$ cat src/rtl/dwconv_seq.sv
// Depthwise-conv frame sequencer: walks the feature map channel-innermost, pairs each pixel with
// its channel weights/bias, then counts datapath results to frame end. Optional DWCONV_SEQ_PERF_EN.
module dwconv_seq #(
  parameter int IMG_W     = 176,
  parameter int IMG_H     = 176,
  parameter int CH        = 256,
  parameter int ADDR_W    = 23,
  parameter int OUT_TOTAL = (IMG_H-2)*(IMG_W-2)*CH,
  parameter int DRAIN_MAX = 1024
) (
  input  logic              clk,
  input  logic              rst_n,
  input  logic              start,
  input  logic              abort,
  input  logic              hold,
  output logic              fm_ren,
  output logic [ADDR_W-1:0] fm_addr,
  input  logic [15:0]       fm_rdata,
  output logic              wt_ren,
  output logic [7:0]        wt_addr,
  input  logic [143:0]      wt_rdata,
  input  logic [15:0]       bias_rdata,
  output logic              dw_in_valid,
  output logic [15:0]       dw_in_data,
  output logic [143:0]      dw_weight,
  output logic [15:0]       dw_bias,
  input  logic              dw_out_valid,
  output logic              busy,
  output logic              done,
  output logic              err
`ifdef DWCONV_SEQ_PERF_EN
  ,
  output logic [31:0]       perf_cycles,
  output logic [31:0]       perf_stalls
`endif
);
  localparam int CW = (CH    > 1) ? $clog2(CH)    : 1;
  localparam int XW = (IMG_W > 1) ? $clog2(IMG_W) : 1;
  localparam int YW = (IMG_H > 1) ? $clog2(IMG_H) : 1;
  localparam int TW = $clog2(DRAIN_MAX+1);

  typedef enum logic [1:0] {S_IDLE, S_ISSUE, S_DRAIN, S_DONE} state_t;
  state_t state_q, state_d;

  logic [CW-1:0]     ch_q;
  logic [XW-1:0]     col_q;
  logic [YW-1:0]     row_q;
  logic [ADDR_W-1:0] addr_q;
  logic [23:0]       out_cnt;
  logic [TW-1:0]     tmr_q;
  logic              last_rd, go, full, timeout, err_set;

  assign last_rd = (ch_q == CW'(CH-1)) && (col_q == XW'(IMG_W-1)) && (row_q == YW'(IMG_H-1));
  assign go      = (state_q == S_IDLE) && start && !abort;
  assign full    = (out_cnt == 24'(OUT_TOTAL));
  // tmr_q counts cycles since DRAIN entry or the latest result
  assign timeout = (state_q == S_DRAIN) && !dw_out_valid && !full && (tmr_q >= TW'(DRAIN_MAX-1));
  assign err_set = timeout
                || (dw_out_valid && ((state_q == S_IDLE) || (state_q == S_DONE)))
                || (dw_out_valid && busy && (out_cnt >= 24'(OUT_TOTAL)));

  always_ff @(posedge clk or negedge rst_n)
    if (!rst_n) state_q <= S_IDLE;
    else        state_q <= state_d;

  always_comb begin
    state_d = state_q;
    fm_ren  = (state_q == S_ISSUE) && !hold;
    busy    = (state_q == S_ISSUE) || (state_q == S_DRAIN);
    done    = (state_q == S_DONE);
    case (state_q)
      S_IDLE:  if (start) state_d = S_ISSUE;
      S_ISSUE: if (fm_ren && last_rd) state_d = S_DRAIN;
      S_DRAIN: if (full || timeout) state_d = S_DONE;
      S_DONE:  state_d = S_IDLE;
      default: state_d = S_IDLE;
    endcase
    if (abort) state_d = S_IDLE;
  end

  always_ff @(posedge clk or negedge rst_n)
    if (!rst_n) begin
      ch_q <= '0; col_q <= '0; row_q <= '0; addr_q <= '0; out_cnt <= '0; tmr_q <= '0;
    end else if (abort || go) begin
      ch_q <= '0; col_q <= '0; row_q <= '0; addr_q <= '0; out_cnt <= '0; tmr_q <= '0;
    end else begin
      if (fm_ren) begin
        addr_q <= last_rd ? '0 : addr_q + ADDR_W'(1);
        if (ch_q == CW'(CH-1)) begin
          ch_q <= '0;
          if (col_q == XW'(IMG_W-1)) begin
            col_q <= '0;
            row_q <= (row_q == YW'(IMG_H-1)) ? '0 : row_q + YW'(1);
          end else col_q <= col_q + XW'(1);
        end else ch_q <= ch_q + CW'(1);
      end
      if (busy && dw_out_valid) out_cnt <= out_cnt + 24'd1;
      if (state_q == S_ISSUE) tmr_q <= TW'(1);
      else if (state_q == S_DRAIN) begin
        if (dw_out_valid)                tmr_q <= TW'(1);
        else if (tmr_q != TW'(DRAIN_MAX)) tmr_q <= tmr_q + TW'(1);
      end
    end

  always_ff @(posedge clk or negedge rst_n)
    if (!rst_n)       err <= 1'b0;
    else if (go)      err <= 1'b0;
    else if (err_set) err <= 1'b1;

  always_ff @(posedge clk or negedge rst_n)
    if (!rst_n) dw_in_valid <= 1'b0;
    else        dw_in_valid <= fm_ren;

  assign fm_addr    = addr_q;
  assign wt_ren     = fm_ren;
  assign wt_addr    = 8'(ch_q);
  assign dw_in_data = fm_rdata;
  assign dw_weight  = wt_rdata;
  assign dw_bias    = bias_rdata;

`ifdef DWCONV_SEQ_PERF_EN
  always_ff @(posedge clk or negedge rst_n)
    if (!rst_n) begin
      perf_cycles <= '0;
      perf_stalls <= '0;
    end else if (go) begin
      perf_cycles <= '0;
      perf_stalls <= '0;
    end else begin
      if (busy) perf_cycles <= perf_cycles + 32'd1;
      if ((state_q == S_ISSUE) && hold) perf_stalls <= perf_stalls + 32'd1;
    end
`endif
endmodule

$ cat config.mk
export PLATFORM = sky130hd
export DESIGN_NAME = dwconv_seq
export DESIGN_NICKNAME = d
export VERILOG_FILES = /design/src/rtl/dwconv_seq.sv
export SDC_FILE = /design/constraint.sdc
export NUM_CORES = 1
export LEC_CHECK = 0
export ABC_AREA = 0
export CELL_PAD_IN_SITES_DETAIL_PLACEMENT = 1
export CELL_PAD_IN_SITES_GLOBAL_PLACEMENT = 1
export CORE_MARGIN = 3
export CORE_UTILIZATION = 28
export DETAILED_ROUTE_END_ITERATION = 6
export HOLD_SLACK_MARGIN = 0.02
export PLACE_DENSITY = 0.95
export SYNTH_ARGS = -nofsm -noshare
export SYNTH_HDL_FRONTEND = slang
export SYNTH_SLANG_ARGS = --single-unit
$ cat constraint.sdc
create_clock -name clk -period 4.4 [get_ports clk]
set_clock_uncertainty 0.15 [all_clocks]
set_input_delay 0.88 -clock clk [delete_from_list [all_inputs] [get_ports clk]]
set_output_delay 0.88 -clock clk [all_outputs]
set_load 0.005 [all_outputs]
After elaboration in Yosys (flattened, before gate mapping)
Index checks and enable logic that the tools add are counted.
{"block": "word_totals", "ff_bits": 86, "inputBits": 182}
{"block": "classes", "n_eq_ne": 11, "reduce_logical": 34, "mux": 29, "magnitude_cmp": 2, "add_sub_neg": 6}
{"cell": "$mux W8", "n": 12}
{"cell": "$mux W23", "n": 3}
{"cell": "$mux W11", "n": 5}
{"cell": "$mux W24", "n": 2}
{"cell": "$add A24 B1 Y24 const B", "n": 1}
{"cell": "$add A8 B1 Y8 const B", "n": 3}
{"cell": "$eq A24 B23 Y1 const B", "n": 1}
{"cell": "$eq A8 B8 Y1 const B", "n": 3}
{"cell": "$ge A24 B23 Y1 const B", "n": 1}
{"cell": "$add A23 B1 Y23 const B", "n": 1}
{"cell": "$logic_and A1 B1 Y1", "n": 12}
{"cell": "$add A11 B1 Y11 const B", "n": 1}
{"cell": "$ge A11 B10 Y1 const B", "n": 1}
{"cell": "$ne A11 B11 Y1 const B", "n": 1}
{"cell": "$reduce_bool A2 Y1", "n": 5}
{"cell": "$mux W2", "n": 4}
{"cell": "$pmux W2 S4", "n": 1}
{"cell": "$logic_or A1 B1 Y1", "n": 6}
{"cell": "$ne A3 B2 Y1 const B", "n": 2}
{"cell": "$reduce_and A3 Y1", "n": 2}
{"cell": "$eq A2 B2 Y1 const B", "n": 2}
{"cell": "$logic_not A1 Y1", "n": 4}
{"cell": "$reduce_and A2 Y1", "n": 2}
{"cell": "$reduce_bool A4 Y1", "n": 1}
{"cell": "other kinds (5)", "n": 6}

Logic depth before layout (Yosys ltp)
Gate-level depths: netlist of run 1.
{"block": "logic_depth", "word_depth": 8, "depth_mapped": 9, "ltp_nobuf": 8}

Worst setup path after synthesis of run 1
Ideal clock, no wire load.
{"block": "synth_timing", "kind": "input to output", "startpoint": "input port hold", "endpoint": "output port wt_ren", "path_stages": 4, "arrival_time_ns": 1.575, "path_slack_ns": 1.795, "cell_sequence": "nand2b_1 inv_1 clkbuf_1 buf_4"}
{"block": "synth_via", "elab_chain_cells": 2}
{"item": "start, declared", "line_no": "15", "source": "input logic hold,"}
{"item": "$logic_not A1 Y1", "line_no": "68", "source": "fm_ren = (state_q == S_ISSUE) && !hold;"}
{"item": "$logic_and A1 B1 Y1", "line_no": "68"}
{"item": "end, declared", "line_no": "19", "source": "output logic wt_ren,"}
No other way between the ends.

Worst setup path in the final report of run 1
Ends and elaborated chain as after synthesis.

==> results of run 1 <==
[worst paths after layout]
kind	from	slack, ns	to	cells after the start
worst max-delay path	hold	0.87	wt_ren	4
worst min-delay path	row_q[7]	0.36	row_q[7]	1
worst max register to register	state_q[1]	1.43	fm_addr[20]	6
worst min register to register	row_q[7]	0.36	row_q[7]	1
max in group asynchronous	rst_n	2.89	out_cnt[22]	2
min in group asynchronous	rst_n	0.46	fm_addr[6]	1
[synthesized netlist by cell type (3+ instances only)]
cell	n	area [um^2]
nor4b_1	3	26.28
nor2b_1	4	25.02
ha_1	12	150.1
nand4_1	21	131.4
nand3_1	33	165.2
or3_1	5	31.28
buf_2	4	20.02
nand2b_1	5	31.28
and2_1	3	18.77
buf_4	177	1329
inv_1	17	63.81
a41oi_1	3	26.28
nor2_2	5	31.28
xnor2_1	25	219.0
dfrtp_1	86	2152
a21oi_1	20	100.1
o21ai_0	32	160.2
nor4_4	3	63.81
nor2_1	66	247.7
buf_1	3	11.26
nor3_1	14	70.07
o2bb2ai_1	3	26.28
o31ai_1	9	67.56
clkbuf_1	4	15.01
nand2_1	44	165.2
o41ai_1	3	26.28
xor2_1	14	122.6
and3_1	17	106.4
a31oi_1	5	31.28
o211ai_1	3	22.52
nor4_1	9	56.30
[area by class of cell]
cell class,count,share of cell area [%]
timing repair buffer,50,8.071
clock inverter,6,1.162
sequential,86,36.34
inverter,17,1.078
tap,275,5.810
clock buffer,10,4.035
multi-input combinational,409,43.50
[metal layers]
metal	share of wire, %	up-vias	wire, um	track usage (%)
met5	0.31	-	47	1.449
met4	2.6	2	386	5.635
met3	7.2	54	1078	4.562
met2	49	161	7427	20.27
met1	41	2296	6109	14.52
li1	-	2011	-	-
[kinds of logic (layout without fill, tap and decap cells)]
| family | after synthesis | count (layout) |
|---|---|---|
| xor+xnor | 39 | 39 |
| mux | 2 | 2 |
| compound gates | 101 | 101 |
| flops | 86 | 86 |
| buf+inv | 210 | 83 |
| fa+ha+maj | 12 | 12 |
| simple gates | 255 | 255 |
[state kept, by name, indices dropped and copies added, names as in the netlist]
signal and cells:
wt_addr 8, fm_addr 23, row_q 8, tmr_q 11, col_q 8, out_cnt 24, state_q 2, dw_in_valid 1
err 1
[worst max-delay path: cells and delay by family]
kind	cells	cell delay [ns]
buffers and inverters	3	1.37
AND/OR/NAND/NOR	1	0.25
[power by group]
part           switching (mW)  internal, mW
Clock                   0.333         0.459
Combinational           0.317         0.171
Sequential             0.0366         0.823
Total                   0.687          1.45
[placed cells by master, fill, tap and decap left out, types with 2 or more instances in the layout]
master	n
nand2_1	44
inv_1	17
o21ai_0	32
nor2b_1	4
or4_1	2
clkdlybuf4s50_1	41
nor4_2	2
nand2b_1	5
o22ai_1	2
a31oi_1	5
and2_1	3
nor4_4	3
xor2_1	14
nor3_1	14
nor2_2	5
a31o_2	2
buf_4	9
ha_1	12
nor4_1	9
o41ai_1	3
nand4_2	2
xnor2_1	25
nor3b_1	2
a41oi_1	3
dfrtp_1	86
a21oi_1	20
or3_1	5
nand4_1	21
nand3_1	33
o211ai_1	3
o31ai_1	9
and3_1	17
nand4b_1	2
clkinv_4	2
nor2_1	66
clkbuf_16	9
nor4b_1	3
or2_2	2
o2bb2ai_1	3
and4_1	2
==> results.json, run 1 <==
{
  "synthXorXnorAreaFrac_pct": 5.486,
  "irDropWorstVdd_mv": 0.1723,
  "final_core_util_pct": 27.65,
  "first_iter_violations": 252,
  "worstMarginPinSlew_ns": 1.275,
  "cp_data_required_time_ns": 3.37,
  "grt_pass1_vias": 4842,
  "yosys_warnings": 0,
  "cts_tree": "done",
  "worstPathCellList": "clkdlybuf4s50_1, nand2b_1, inv_1, clkdlybuf4s50_1",
  "area_growth_pct": -4.883,
  "hold_class": "flop to flop",
  "dr_total_vias": 4524,
  "fillers": 2482,
  "coreArea_mm2": 0.02142,
  "dieArea_mm2": 0.02406,
  "rows": 53,
  "period_share_pct": 80.29,
  "cap_violations": 0,
  "fmax_ghz": 0.2831,
  "critPathKind": "primary input to primary output",
  "drc": 0,
  "port-buffer-count": 42,
  "synth.avg_cell_area_um2": 8.831,
  "clockBufferDepth": 2,
  "numCtsBuffers": 9,
  "grt_max_degree": 62,
  "synthArstFlopShare_pct": 100.0,
  "grt_antenna_before_repair": 0,
  "max_slew_margin_pct": 14.48,
  "grt_usage_pct": 12.44,
  "leakagePower_nw": 2.287,
  "finalInstanceArea_mm2": 0.005922,
  "drive_gt1_share_pct": 9.170,
  "power_density_mw_per_mm2": 361.4,
  "grt_pass1_wl_um": 24960,
  "nets": 767,
  "synth_seq_area_share_pct": 34.57,
  "ant_nets": 0,
  "stdcell_count": 853,
  "dp.cells": 837,
  "grt_overflow": 0,
  "maxSlewViolCount": 0,
  "status": "finished, final reports clean",
  "slowest_stage": "clkdlybuf4s50_1",
  "tns_ns": 0,
  "power_mw": 2.140,
  "min_period_ns": 3.533,
  "crit_top_cell": "clkdlybuf4s50_1",
  "postCtsSetupRepairBufs": 0,
  "synthCells": 705,
  "h-tree-depth": 3,
  "dp_worst_setup_slack_ns": 0.7900,
  "rsz0062_at_grt": "no",
  "crit_path_max_incr_delay_ns": 0.58,
  "worstSetupEndpointType": "primary output",
  "syn_nets": 899,
  "cts_resized": 0,
  "via_per_inst": 5.304,
  "postLayoutSetupSlackWorst_ns": 0.8672,
  "setup_viol": 0,
  "cts.clk_slew.worst_paths_ns": 0.06,
  "synth_cell_types": 72,
  "die_y_um": 155.1,
  "multiInputGateArea_mm2": 0.002576,
  "io_pins": 395,
  "cts_hold_buffers": 0,
  "wl_um": 15050,
  "insertion_delay_ns": 0.35,
  "fin_hold_ws_ns": 0.3644,
  "die_w_um": 155.1,
  "drt-pass1-iter-count": 4,
  "postSynthRegisterBits": 86,
  "synthSimpleGateAreaFrac_pct": 22.25,
  "wl_per_cell_um": 17.64,
  "start_kind": "primary input",
  "diodes": 0,
  "seq_area_mm2": 0.002152,
  "synth.mux.area_fraction_pct": 0.3416,
  "synth_edf_count": 0,
  "initial_core_util_pct": 29.07,
  "synth_top_family_by_area": "buffers and inverters",
  "synth_flop_cell": "dfrtp_1",
  "cts_root_buffer": "clkbuf_16",
  "crit_fanout": 7,
  "synth-compound-area-share_pct": 10.87,
  "cts_sinks": 86,
  "syn_area_mm2": 0.006226,
  "synth_fa_ha_area_share_pct": 2.412,
  "crit_arrival_ns": 2.50,
  "gp_congestion": 0.8110,
  "place_area_mm2": 0.005614,
  "dp_hpwl_um": 10710,
  "hold_viol_final": 0
}
Note: power is estimated with default switching activity, not from simulation.
==> run 2, diff against run 1 <==
- CORE_UTILIZATION: 28 -> 23
- PLACE_DENSITY: 0.95 -> 0.88
- clock period: 4.4 -> 3 ns (I/O delays scaled with it)
==> run 2 against run 1 <==
Non-clock buffer count grew 10; sequential share of layout area decreased by 0.88 points; routed wire length shrank 0.16%; core utilization fell by 4.6 points; cell count rose by 8.1%; sequential cell count is the same; total power is 48% higher; register-to-register slack got worse by 1.1 ns; critical path depth is the same; worst setup slack worse by 0.68 ns; clock power increased by 43%; critical path type unchanged; critical endpoint is now fm_ren.
==> results.json, run 2 (synthesis results as in run 1) <==
{
  "stdcell_count": 922,
  "period_share_pct": 93.84,
  "numCtsBuffers": 9,
  "via_per_inst": 4.843,
  "ant_nets": 0,
  "initial_core_util_pct": 23.62,
  "area_growth_pct": -2.512,
  "insertion_delay_ns": 0.35,
  "grt_usage_pct": 10.44,
  "cp_data_required_time_ns": 2.25,
  "die_w_um": 170.5,
  "grt_pass1_vias": 4755,
  "r2r_end": "out_cnt[23]",
  "drt-pass1-iter-count": 4,
  "cts_root_buffer": "clkbuf_16",
  "dr_total_vias": 4465,
  "fmax_ghz": 0.3552,
  "layout_common_cells": "dfrtp_1 (86), nor2_1 (66), nand2_1 (44)",
  "drive_gt1_share_pct": 10.24,
  "cts_sinks": 86,
  "grt_overflow": 0,
  "grt_antenna_before_repair": 1,
  "gp_congestion": 0.7926,
  "setup_viol": 0,
  "power_density_mw_per_mm2": 521.7,
  "nets": 777,
  "fillers": 3040,
  "wl_per_cell_um": 16.30,
  "grt_max_degree": 68,
  "crit_fanout": 6,
  "crit_arrival_ns": 2.07,
  "cts.clk_slew.worst_paths_ns": 0.06,
  "rsz0062_at_grt": "no",
  "reg2reg_depth": 7,
  "tns_ns": 0,
  "port-buffer-count": 42,
  "final_common_cell": "dfrtp_1",
  "clockBufferDepth": 2,
  "die_y_um": 170.5,
  "status": "finished, final reports clean",
  "cap_violations": 0,
  "worstSetupEndpointType": "primary output",
  "rr_startpoint": "state_q[1]",
  "first_iter_violations": 261,
  "r2r_slack_ns": 0.31,
  "largest-register": "out_cnt",
  "maxSlewViolCount": 0,
  "hold_viol_final": 0,
  "worstMarginPinSlew_ns": 0.5835,
  "cts_resized": 0,
  "rows": 59,
  "h-tree-depth": 3,
  "irDropWorstVdd_mv": 0.2857,
  "cp-endpoint": "fm_ren",
  "cts_tree": "done",
  "largest_reg_flops": 24,
  "start_kind": "primary input",
  "io_pins": 395,
  "min_period_ns": 2.815,
  "dieArea_mm2": 0.02908,
  "crit_start": "hold",
  "dp_worst_setup_slack_ns": 0.1130,
  "grt_pass1_wl_um": 24920,
  "dp_hpwl_um": 10750,
  "drc": 0,
  "coreArea_mm2": 0.02635,
  "postLayoutSetupSlackWorst_ns": 0.1847,
  "hold_class": "flop to flop",
  "leakagePower_nw": 2.337,
  "postCtsSetupRepairBufs": 0,
  "dp.cells": 906,
  "wl_um": 15030,
  "critPathKind": "primary input to primary output",
  "max_slew_margin_pct": 60.95,
  "power_mw": 3.166
}
==> run 2: stage by stage <==
stage                     util [%]  area, um^2  hold slack, ns
after floorplan                  -        6226          0.1544
after global placement       21.89        5769          0.3132
after detailed placement     21.89        5769          0.3176
after CTS                    23.02        6067          0.3260
after global routing         23.03        6070          0.3629
final                        23.03        6070          0.3257
==> run 2: timing repair <==
action                                  CTS  global route
endpoints found under the setup margin    0             0
endpoints found under the hold margin    19             0
hold buffers                              1             0
==> run 2: layer usage <==
metal / global-route usage (%) / routed length [um] / vias up
li1: - / - / 2027
met1: 13.11 / 6522 / 2266
met2: 16.99 / 7448 / 127
met3: 2.865 / 729 / 45
met4: 4.233 / 324 / 0
met5: 0 / 0 / -
==> run 2: critical path: stages <==
cell and delay (ns):
clkdlybuf4s50_1 0.47, nand2b_1 0.22, inv_1 0.21, clkdlybuf4s50_1 0.55
==> run 2: final cells by class <==
cell class | count | area, um^2 | area share [%]
Sequential cell | 86 | 2152 | 35.46
Timing Repair Buffer | 60 | 568.0 | 9.359
Inverter | 17 | 63.81 | 1.051
Clock buffer | 10 | 239.0 | 3.937
Clock inverter | 4 | 48.80 | 0.8040
Antenna cell | 1 | 2.502 | 0.04123
Tap cell | 335 | 419.2 | 6.906
Multi-Input combinational cell | 409 | 2576 | 42.44
==> run 2: where the power goes <==
| group | switching, mW | total, mW | internal [mW] |
|---|---|---|---|
| Combinational | 0.488 | 0.777 | 0.288 |
| Sequential | 0.0552 | 1.26 | 1.21 |
| Clock | 0.469 | 1.13 | 0.657 |
| Total | 1.01 | 3.17 | 2.15 |
==> run 2: worst min-delay path by stage <==
| stage | cells past startpoint | endpoint | start | slack (ns) |
|---|---|---|---|---|
| detailed placement | 1 | row_q[7] | row_q[7] | 0.32 |
| CTS | 1 | row_q[7] | row_q[7] | 0.33 |
| floorplan | 0 | col_q[0] | rst_n | 0.15 |
| global route | 1 | row_q[7] | row_q[7] | 0.36 |
| global placement | 1 | row_q[7] | row_q[7] | 0.31 |
| finish | 1 | row_q[7] | row_q[7] | 0.33 |
==> run 3, diff against run 2 <==
- CELL_PAD_IN_SITES_DETAIL_PLACEMENT: 1 -> 0
- clock period: 3 -> 2.4 ns (I/O delays scaled with it)
==> run 3 against run 2 <==
Sequential share of layout area down 1.7 points; clock power up 12%; routed wire length down 11%; highest routed layer unchanged; critical path type is now flop to primary output; combinational power up 47%.
==> results.json, run 3 (synthesis results as in run 1) <==
{
  "status": "finished, final reports clean",
  "cts.clk_slew.worst_paths_ns": 0.06,
  "cts_root_buffer": "clkbuf_16",
  "area_growth_pct": 2.351,
  "met1_usage_pct": 11.98,
  "port-buffer-count": 42,
  "via_per_inst": 4.672,
  "tns_ns": 0,
  "fin_hold_ws_ns": 0.01070,
  "largest-register": "out_cnt",
  "io_pins": 395,
  "dp_worst_setup_slack_ns": -0.1393,
  "leakagePower_nw": 2.548,
  "diodes": 0,
  "power_density_mw_per_mm2": 623.5,
  "initial_core_util_pct": 23.62,
  "gp_congestion": 0.8092,
  "setup_viol": 0,
  "coreArea_mm2": 0.02635,
  "hold_class": "primary input to async pin",
  "dp.cells": 945,
  "fillers": 2792,
  "grt_overflow": 0,
  "rows": 59,
  "finalInstanceArea_mm2": 0.006372,
  "grt_usage_pct": 9.133,
  "ant_nets": 0,
  "rsz0062_at_grt": "yes",
  "cts_tree": "done",
  "cts_sinks": 86,
  "power_mw": 3.973,
  "die_w_um": 170.5,
  "grt_max_degree": 44,
  "irDropWorstVdd_mv": 0.2618,
  "grt_use_met2_pct": 14.47,
  "clockBufferDepth": 2,
  "start_kind": "flop",
  "crit_arrival_ns": 1.69,
  "first_iter_violations": 312,
  "dieArea_mm2": 0.02908,
  "largest_reg_flops": 24,
  "layout_common_cells": "dfrtp_1 (86), nor2_1 (66), buf_4 (61)",
  "dp_hpwl_um": 9774,
  "drt-pass1-iter-count": 5,
  "grt-busiest-layer": "met2",
  "period_share_pct": 96.63,
  "grtUsageMet3_pct": 2.472,
  "worstMarginPinSlew_ns": 0.6133,
  "stdcell_count": 964,
  "insertion_delay_ns": 0.34,
  "place_area_mm2": 0.006062,
  "numCtsBuffers": 9,
  "final_common_cell": "dfrtp_1",
  "crit_fanout": 4,
  "worstSetupEndpointType": "primary output",
  "dr_total_vias": 4504,
  "nets": 820,
  "max_slew_margin_pct": 59.12,
  "hold_viol_final": 0,
  "critPathKind": "flop to primary output",
  "maxSlewViolCount": 0,
  "final_core_util_pct": 24.18,
  "fmax_ghz": 0.4312,
  "drc": 0,
  "cp_data_required_time_ns": 1.77,
  "postLayoutSetupSlackWorst_ns": 0.08079,
  "wl_um": 13300,
  "grt_pass1_vias": 4405,
  "drive_gt1_share_pct": 16.85,
  "cap_violations": 0,
  "grt_pass1_wl_um": 22170,
  "h-tree-depth": 3,
  "grt_antenna_before_repair": 0,
  "min_period_ns": 2.319,
  "wl_per_cell_um": 13.80,
  "die_y_um": 170.5
}
run 3: report_power, final:
| part | leakage [nW] | total [mW] | switching (mW) | internal [mW] |
|---|---|---|---|---|
| combinational | 1.22 | 1.14 | 0.642 | 0.500 |
| clock | 0.128 | 1.26 | 0.548 | 0.715 |
| sequential | 1.19 | 1.57 | 0.0578 | 1.51 |
| total | 2.55 | 3.97 | 1.25 | 2.73 |
run 3: critical path: stages (launching register included):
cell,delay (ns)
dfrtp_1,0.35
buf_4,0.13
ha_4,0.17
nand2b_1,0.11
inv_2,0.09
clkdlybuf4s50_1,0.50
run 3: worst paths after layout:
kind                             from           to  slack [ns]  cells after the start
hold reg to reg              row_q[7]     row_q[7]        0.33                      1
hold / removal                  rst_n  out_cnt[18]        0.01                      1
setup / recovery           state_q[0]       fm_ren        0.08                      5
setup reg to reg           state_q[0]  out_cnt[11]        0.10                      7
min in group clk             row_q[7]     row_q[7]        0.33                      1
max in group asynchronous       rst_n  fm_addr[21]        1.44                      2
run 3: what timing repair did:
item | CTS | global route
hold buffers | 0 | 0
setup buffers | 2 | 3
pin swaps | 0 | 1
resized for setup | 5 | 2
setup endpoints to repair | 3 | 3
run 3: area by class of cell:
class | count | area [um^2] | share of cell area [%]
inverter | 17 | 63.81 | 1.001
timing repair buffer | 103 | 889.6 | 13.96
multi-input combinational | 409 | 2591 | 40.66
clock buffer | 12 | 246.5 | 3.868
sequential | 86 | 2152 | 33.77
tap | 335 | 419.2 | 6.578
clock inverter | 2 | 10.01 | 0.1571
run 3: layer usage:
metal,vias to the layer above,wire length (um)
li1,2114,-
met1,2222,6076
met2,131,6236
met3,37,743
met4,0,247
met5,-,0
